==> src/rtl/fwd_hazard_unit_pkg.sv <==
// Shared constants and helpers for the EX-stage forwarding / hazard unit.
package fwd_hazard_unit_pkg;

    // Select value meaning "take operand from the register file".
    localparam int FWD_SEL_RF = 0;

    // Architectural zero register: never forwarded, never busy.
    localparam logic [4:0] REG_ZERO = 5'd0;

    // Default mul/div result latency in cycles.
    localparam int MD_LAT_DEFAULT = 4;

    // Width of one select field: must encode 0 (regfile) .. stages.
    function automatic int sel_width(input int stages);
        return (stages < 1) ? 1 : $clog2(stages + 1);
    endfunction

endpackage

==> src/rtl/fwd_hazard_unit_md_scoreboard.sv <==
// Busy-register scoreboard for a single in-flight multi-cycle mul/div op.
module md_scoreboard
    import fwd_hazard_unit_pkg::*;
#(
    parameter int MD_LAT = MD_LAT_DEFAULT
) (
    input  logic        clk,
    input  logic        rst,
    input  logic        md_accept,
    input  logic [4:0]  md_rd,
    output logic [31:0] busy,
    output logic        md_blocking,
    output logic        md_done,
    output logic [4:0]  md_rd_o
);

    localparam int CW = (MD_LAT < 2) ? 1 : $clog2(MD_LAT + 1);

    logic [CW-1:0] cnt_q, cnt_d;
    logic [31:0]   busy_q, busy_d;
    logic [4:0]    rd_q, rd_d;
    logic          done_q, done_d;
    logic [4:0]    rd_o_q, rd_o_d;

    // A new op may start only when none is in flight or the current one
    // finishes at the end of this cycle.
    assign md_blocking = (cnt_q > CW'(1));
    assign busy        = busy_q;
    assign md_done     = done_q;
    assign md_rd_o     = rd_o_q;

    // Next state: completion first, then a new start so that a same-rd
    // restart leaves the busy bit set for the new owner.
    always_comb begin
        cnt_d  = cnt_q;
        busy_d = busy_q;
        rd_d   = rd_q;
        done_d = 1'b0;
        rd_o_d = rd_o_q;
        if (cnt_q != '0) begin
            cnt_d = cnt_q - CW'(1);
            if (cnt_q == CW'(1)) begin
                done_d         = 1'b1;
                rd_o_d         = rd_q;
                busy_d[rd_q]   = 1'b0;
            end
        end
        if (md_accept) begin
            cnt_d = CW'(MD_LAT);
            rd_d  = md_rd;
            if (md_rd != REG_ZERO) begin
                busy_d[md_rd] = 1'b1;
            end
        end
    end

    // State registers; reset discards any in-flight op without a done pulse.
    always_ff @(posedge clk or posedge rst) begin
        if (rst) begin
            cnt_q  <= '0;
            busy_q <= '0;
            rd_q   <= '0;
            done_q <= 1'b0;
            rd_o_q <= '0;
        end else begin
            cnt_q  <= cnt_d;
            busy_q <= busy_d;
            rd_q   <= rd_d;
            done_q <= done_d;
            rd_o_q <= rd_o_d;
        end
    end

endmodule

==> src/rtl/fwd_hazard_unit.sv <==
// EX-stage bypass select over FWD_STAGES producers plus late-result,
// mul/div busy and structural stall generation with a stall-cycle counter.
module fwd_hazard_unit
    import fwd_hazard_unit_pkg::*;
#(
    parameter int NUM_SRC    = 2,
    parameter int FWD_STAGES = 2,
    parameter int MD_LAT     = MD_LAT_DEFAULT,
    parameter int SELW       = sel_width(FWD_STAGES)
) (
    input  logic                    clk,
    input  logic                    rst,
    input  logic [NUM_SRC*5-1:0]    ex_src,
    input  logic [NUM_SRC-1:0]      ex_src_vld,
    input  logic [FWD_STAGES*5-1:0] stg_rw,
    input  logic [FWD_STAGES-1:0]   stg_regwr,
    input  logic [FWD_STAGES-1:0]   stg_late,
    input  logic                    ex_advance,
    input  logic                    md_start,
    input  logic [4:0]              md_rd,
    output logic [NUM_SRC*SELW-1:0] fwd_sel,
    output logic                    stall,
    output logic                    md_done,
    output logic [4:0]              md_rd_o,
    output logic [31:0]             stall_cnt
);

    logic [31:0]        busy;
    logic               md_blocking;
    logic               md_accept;
    logic               struct_hz;
    logic [NUM_SRC-1:0] late_src;
    logic [NUM_SRC-1:0] busy_src;
    logic [31:0]        stall_cnt_q, stall_cnt_d;

    genvar gi, gj;
    generate
        for (gi = 0; gi < NUM_SRC; gi++) begin : g_src
            logic [4:0]            src;
            logic [FWD_STAGES-1:0] match_vec;
            logic [SELW-1:0]       sel_raw;
            logic                  late_hit;

            assign src = ex_src[gi*5 +: 5];

            for (gj = 0; gj < FWD_STAGES; gj++) begin : g_stg
                assign match_vec[gj] = ex_src_vld[gi] && (src != REG_ZERO) &&
                                       stg_regwr[gj] && (stg_rw[gj*5 +: 5] == src);
            end

            // Priority pick: scan oldest to youngest so the youngest match wins.
            always_comb begin
                sel_raw  = SELW'(FWD_SEL_RF);
                late_hit = 1'b0;
                for (int k = FWD_STAGES; k >= 1; k--) begin
                    if (match_vec[k-1]) begin
                        sel_raw  = SELW'(k);
                        late_hit = (k < FWD_STAGES) && stg_late[k-1];
                    end
                end
            end

            // Late data is not usable yet: read the regfile and stall instead.
            assign fwd_sel[gi*SELW +: SELW] = late_hit ? SELW'(FWD_SEL_RF) : sel_raw;
            assign late_src[gi] = late_hit;
            assign busy_src[gi] = ex_src_vld[gi] && busy[src];
        end
    endgenerate

    assign struct_hz = md_start && md_blocking;
    assign stall     = (|late_src) || (|busy_src) || struct_hz;
    assign md_accept = md_start && !stall && ex_advance;
    assign stall_cnt = stall_cnt_q;

    md_scoreboard #(
        .MD_LAT (MD_LAT)
    ) u_md_sb (
        .clk         (clk),
        .rst         (rst),
        .md_accept   (md_accept),
        .md_rd       (md_rd),
        .busy        (busy),
        .md_blocking (md_blocking),
        .md_done     (md_done),
        .md_rd_o     (md_rd_o)
    );

    // Saturating stall-cycle counter.
    always_comb begin
        stall_cnt_d = stall_cnt_q;
        if (stall && (stall_cnt_q != 32'hFFFF_FFFF)) begin
            stall_cnt_d = stall_cnt_q + 32'd1;
        end
    end

    // Stall counter register.
    always_ff @(posedge clk or posedge rst) begin
        if (rst) begin
            stall_cnt_q <= '0;
        end else begin
            stall_cnt_q <= stall_cnt_d;
        end
    end

endmodule

==> config.mk <==
export PLATFORM = sky130hd
export DESIGN_NAME = fwd_hazard_unit
export DESIGN_NICKNAME = d
export VERILOG_FILES = /design/src/rtl/fwd_hazard_unit_pkg.sv /design/src/rtl/fwd_hazard_unit_md_scoreboard.sv /design/src/rtl/fwd_hazard_unit.sv
export SDC_FILE = /design/constraint.sdc
export NUM_CORES = 1
export LEC_CHECK = 0
export CAP_MARGIN = 20
export CORE_UTILIZATION = 57
export CTS_BUF_LIST = sky130_fd_sc_hd__clkbuf_16
export CTS_CLUSTER_SIZE = 40
export DETAILED_ROUTE_END_ITERATION = 8
export PLACE_DENSITY_LB_ADDON = 0.12
export SKIP_LAST_GASP = 1
export SYNTH_ARGS = -nofsm -noshare
export SYNTH_HDL_FRONTEND = slang
export SYNTH_SLANG_ARGS = --single-unit
==> constraint.sdc <==
create_clock -name clk -period 3.95 [get_ports clk]
set_input_delay 0.79 -clock clk [delete_from_list [all_inputs] [get_ports clk]]
set_output_delay 0.79 -clock clk [all_outputs]
set_load 0.005 [all_outputs]
==> flow_summary.toml <==
[run_status]
run_status = "finished, final reports clean"

[synthesis]
synth_enable_flop_cells = 0
post-synth-top-count-cell = "sky130_fd_sc_hd__dfrtp_1"
syn-mean-instance-area_um2 = 10.42
synth_compound_area_share_pct = 12.58
yosysWarnings = 0
synth_largest_area_cell = "sky130_fd_sc_hd__dfrtp_1"
ys_top_cells_by_area = "sky130_fd_sc_hd__dfrtp_1 (44%), sky130_fd_sc_hd__xnor2_1 (8.4%), sky130_fd_sc_hd__o21ai_0 (4.1%)"
yosys.area_share.xor_xnor_pct = 10.16
mappedNetlistNets = 461
ys_async_sr_fraction_pct = 100.0
yosys_most_used_dff = "sky130_fd_sc_hd__dfrtp_1"
synth.cell_area_um2 = 4397
seq_total_area_yosys_pct = 44.39
syn-instance-count = 422
yosys-top-cells-count = "sky130_fd_sc_hd__dfrtp_1 (78), sky130_fd_sc_hd__xnor2_1 (42), sky130_fd_sc_hd__o21ai_0 (36), sky130_fd_sc_hd__nand2_1 (25)"
largest_family_of_logic_cells_by_synthesized_area = "simple AND/OR/NAND/NOR gates"
share_of_synthesized_cell_area_in_and_or_nand_and_nor_gates_pct = 17.25
synth_largest_type_area_fraction_pct = 44.39
share_of_synthesized_cell_area_in_full_adder_half_adder_and_majority_cells_pct = 1.138
post_synth_mux_area_share_pct = 10.96
netlist-cell-type-count = 50
postSynthRegisterBits = 78

[clocking]
post_cts.repair.setup_buffers = 0
cells_resized_by_post_cts_repair = 2
clkLatencyLatePin_ns = 0.34
hold_fix_buffers_at_cts = 0
path_clk_slew_ns = 0.06
numClockSinks = 78
clock-root-buffer = "sky130_fd_sc_hd__clkbuf_16"
htreeDepth = 3
clk_path_buf_depth = 2
cts_made_buffers = 9
tritoncts_clock_tree = "done"

[sta]
maxClockFrequency_mhz = 261.9
worst-slew-pin-transition_ns = 0.7297
period_share_pct = 96.67
final_hold_viol_count = 0
finalSetupViolCount = 0
slew-limit-headroom_pct = 51.28
worst_clock_skew_ns = 0.009315
grt_setup_unrepaired = "no"
maxSlewViolCount = 0
post-route-min-period_ns = 3.819

[critical_path]
rr_worst_depth = 10
critical_path.cell_chain = "clkdlybuf4s50_1 > buf_12 > mux4_2 > mux2i_1 > mux2i_1 > o211ai_1 > nand4_2 > dlygate4sd2_1"
worst_path_maximum_fanout = 9
max_stage_delay_ns = 0.50
worst_ep_arrival_time_ns = 3.03
setup.worst_path.class = "in -> out"
timing.critical_path.to_type = "output pin"
crit_path_top_delay_cell = "sky130_fd_sc_hd__clkdlybuf4s50_1"
crit_path_start_kind = "primary input"
worst-endpoint-required_ns = 3.16
cell_repeated_most_along_the_worst_path = "sky130_fd_sc_hd__mux2i_1"

[finish]
post-route-cell-area_um2 = 5693
final_layout_size_suffix_gt1_share_pct = 16.70
layout.nets = 555
synthToLayoutAreaGrowth_pct = 29.48

[global_routing]
grt_pass1_vias = 3870
globalRouteOverflowTotal = 0
grt_start_max_net_pins = 36
track_usage_pct = 30.45
antenna_found_initial = 1
grt_first_pass_wirelength_um = 19340

[power_and_ir_drop]
leakage_uw = 0.002192
internal_power_uw = 2030
power_frac_clock_pct = 27.0
power_switching_share_pct = 33.62
power_uw = 3057
ir_drop_mv = 0.4174
seq_power_share_pct = 42.0
comb_power_share_pct = 31.0
p_sw_uw = 1028
pwr_density_cell_nw_per_um2 = 537.1

[floorplanning]
floorplan_core_area_um2 = 7370
initial_core_util_pct = 59.66
row_count = 31
io-pin-count = 78
die-width_um = 89.83
die_h_um = 89.83
floorplan.die_area_um2 = 8069

[detailed_routing]
route.antenna.remaining_nets = 0
wl_met1_um = 4835
first_pass_iters = 4
routed-wl-met2_um = 5590
viasPerCell = 6.055
initialDrtViolationCount = 200
wire_per_inst_um = 18.52
routed_wirelength_um = 11500
highest_layer = "met4"
met3WireLength_um = 836
detailroute.via_count = 3760
drc = 0

[place]
numPortBuffers = 76
postPlaceCellArea_um2 = 5395
finalWeightedCongestion = 0.8575
dp_hpwl_um = 8147

[worst_hold_path]
min_delay_path_depth = 1
hp-class = "reg -> reg"

[job]
max_cap_violations = 0
-- per-stage QoR --
step | worst slack (ns) | setup TNS, ns | instances | hold WS, ns | utilization [%]
after floorplan | 0.9648 | 0 | 422 | 0.4673 | -
after global placement | -0.06778 | -0.06778 | 604 | 0.4752 | 73.21
after detailed placement | -0.1193 | -0.2918 | 604 | 0.4826 | 73.21
after CTS | 0.1427 | 0 | 620 | 0.4907 | 77.22
after global routing | 0.08779 | 0 | 620 | 0.5079 | 77.22
final | 0.1315 | 0 | 621 | 0.4893 | 77.25
-- placed cells by master, fill, tap and decap left out, types with 2 or more instances in the layout --
master / synthesis / final
sky130_fd_sc_hd__a211oi_1: 2 / 2
sky130_fd_sc_hd__nand4_1: 16 / 16
sky130_fd_sc_hd__nand3b_1: 7 / 7
sky130_fd_sc_hd__or4_1: 2 / 2
sky130_fd_sc_hd__or2_2: 3 / 3
sky130_fd_sc_hd__o21ai_2: 13 / 13
sky130_fd_sc_hd__a22oi_1: 2 / 2
sky130_fd_sc_hd__nor4_1: 5 / 5
sky130_fd_sc_hd__and4_1: 3 / 3
sky130_fd_sc_hd__clkinv_2: 0 / 2
sky130_fd_sc_hd__inv_1: 9 / 8
sky130_fd_sc_hd__a31oi_1: 2 / 2
sky130_fd_sc_hd__clkbuf_16: 0 / 9
sky130_fd_sc_hd__nand2b_1: 5 / 5
sky130_fd_sc_hd__buf_4: 1 / 26
sky130_fd_sc_hd__or3_1: 8 / 8
sky130_fd_sc_hd__o311a_1: 2 / 2
sky130_fd_sc_hd__o21a_1: 2 / 2
sky130_fd_sc_hd__clkdlybuf4s50_1: 0 / 74
sky130_fd_sc_hd__dfrtp_1: 78 / 78
sky130_fd_sc_hd__nor2_1: 11 / 11
sky130_fd_sc_hd__o21ai_0: 36 / 36
sky130_fd_sc_hd__or3b_2: 4 / 4
sky130_fd_sc_hd__buf_12: 0 / 2
sky130_fd_sc_hd__mux2_2: 12 / 12
sky130_fd_sc_hd__mux2i_1: 14 / 14
sky130_fd_sc_hd__xor2_1: 9 / 9
sky130_fd_sc_hd__nor2b_1: 6 / 6
sky130_fd_sc_hd__xnor2_1: 42 / 42
sky130_fd_sc_hd__nand3_1: 20 / 20
sky130_fd_sc_hd__ha_1: 4 / 4
sky130_fd_sc_hd__nor3_1: 7 / 7
sky130_fd_sc_hd__dlygate4sd2_1: 0 / 2
sky130_fd_sc_hd__and3_1: 9 / 9
sky130_fd_sc_hd__o21ai_1: 20 / 20
sky130_fd_sc_hd__mux4_2: 8 / 8
sky130_fd_sc_hd__nand2_1: 25 / 25
-- sequential cells by signal, indices dropped and copies added (netlist names) --
signal / cells
u_md_sb.busy: 32
u_md_sb.md_rd_o: 5
stall_cnt: 32
u_md_sb.rd_q: 5
u_md_sb.md_done: 1
u_md_sb.cnt_q: 3
-- kinds of logic after synthesis --
family | Yosys count
flops | 78
xor+xnor | 51
compound gates | 88
mux | 36
fa+ha+maj | 4
buf+inv | 30
simple gates | 135
-- layer usage --
layer / up-vias / global-route usage, %
met2: 174 / 49.62
met4: 0 / 13.25
li1: 1734 / -
met3: 21 / 6.176
met5: - / 0
met1: 1831 / 39.60
-- critical path, delay by kind of cell --
family	cells	cell delay, ns
AOI/OAI and AO/OA	1	0.22
and+or+nand+nor	1	0.17
buffers and inverters	3	0.99
muxes	3	0.84
-- power groups by stage --
stage | combinational, µW | sequential, µW | clock [µW]
detailed placement | 934 | 1280 | 0
global route | 1040 | 1310 | 865
floorplan | 632 | 1170 | 0
global placement | 897 | 1260 | 0
finish | 948 | 1280 | 826
CTS | 946 | 1270 | 830
-- area by class of cell --
| cell class | count | area, µm² |
|---|---|---|
| diodes | 1 | 2.502 |
| clock buffers | 9 | 225.2 |
| clock inverters | 7 | 72.57 |
| well taps | 99 | 123.9 |
| flip-flops and latches | 78 | 1952 |
| repair buffers | 104 | 993.5 |
| inverters | 9 | 33.78 |
| multi-input cells | 314 | 2290 |
| fillers | 497 | 1677 |
-- final timing paths --
check,to,slack [ns],start
setup / recovery,stall,0.13,ex_src[5]
max in group asynchronous,u_md_sb.busy[19]$_DFF_PP0_,2.23,rst
hold / removal,stall_cnt[8]$_DFFE_PP0P_,0.49,stall_cnt[8]$_DFFE_PP0P_
hold reg to reg,stall_cnt[8]$_DFFE_PP0P_,0.49,stall_cnt[8]$_DFFE_PP0P_
min in group asynchronous,stall_cnt[11]$_DFFE_PP0P_,0.90,rst
setup reg to reg,u_md_sb.busy[2]$_DFF_PP0_,1.07,u_md_sb.busy[8]$_DFF_PP0_
(Power assumes the default switching activity.)
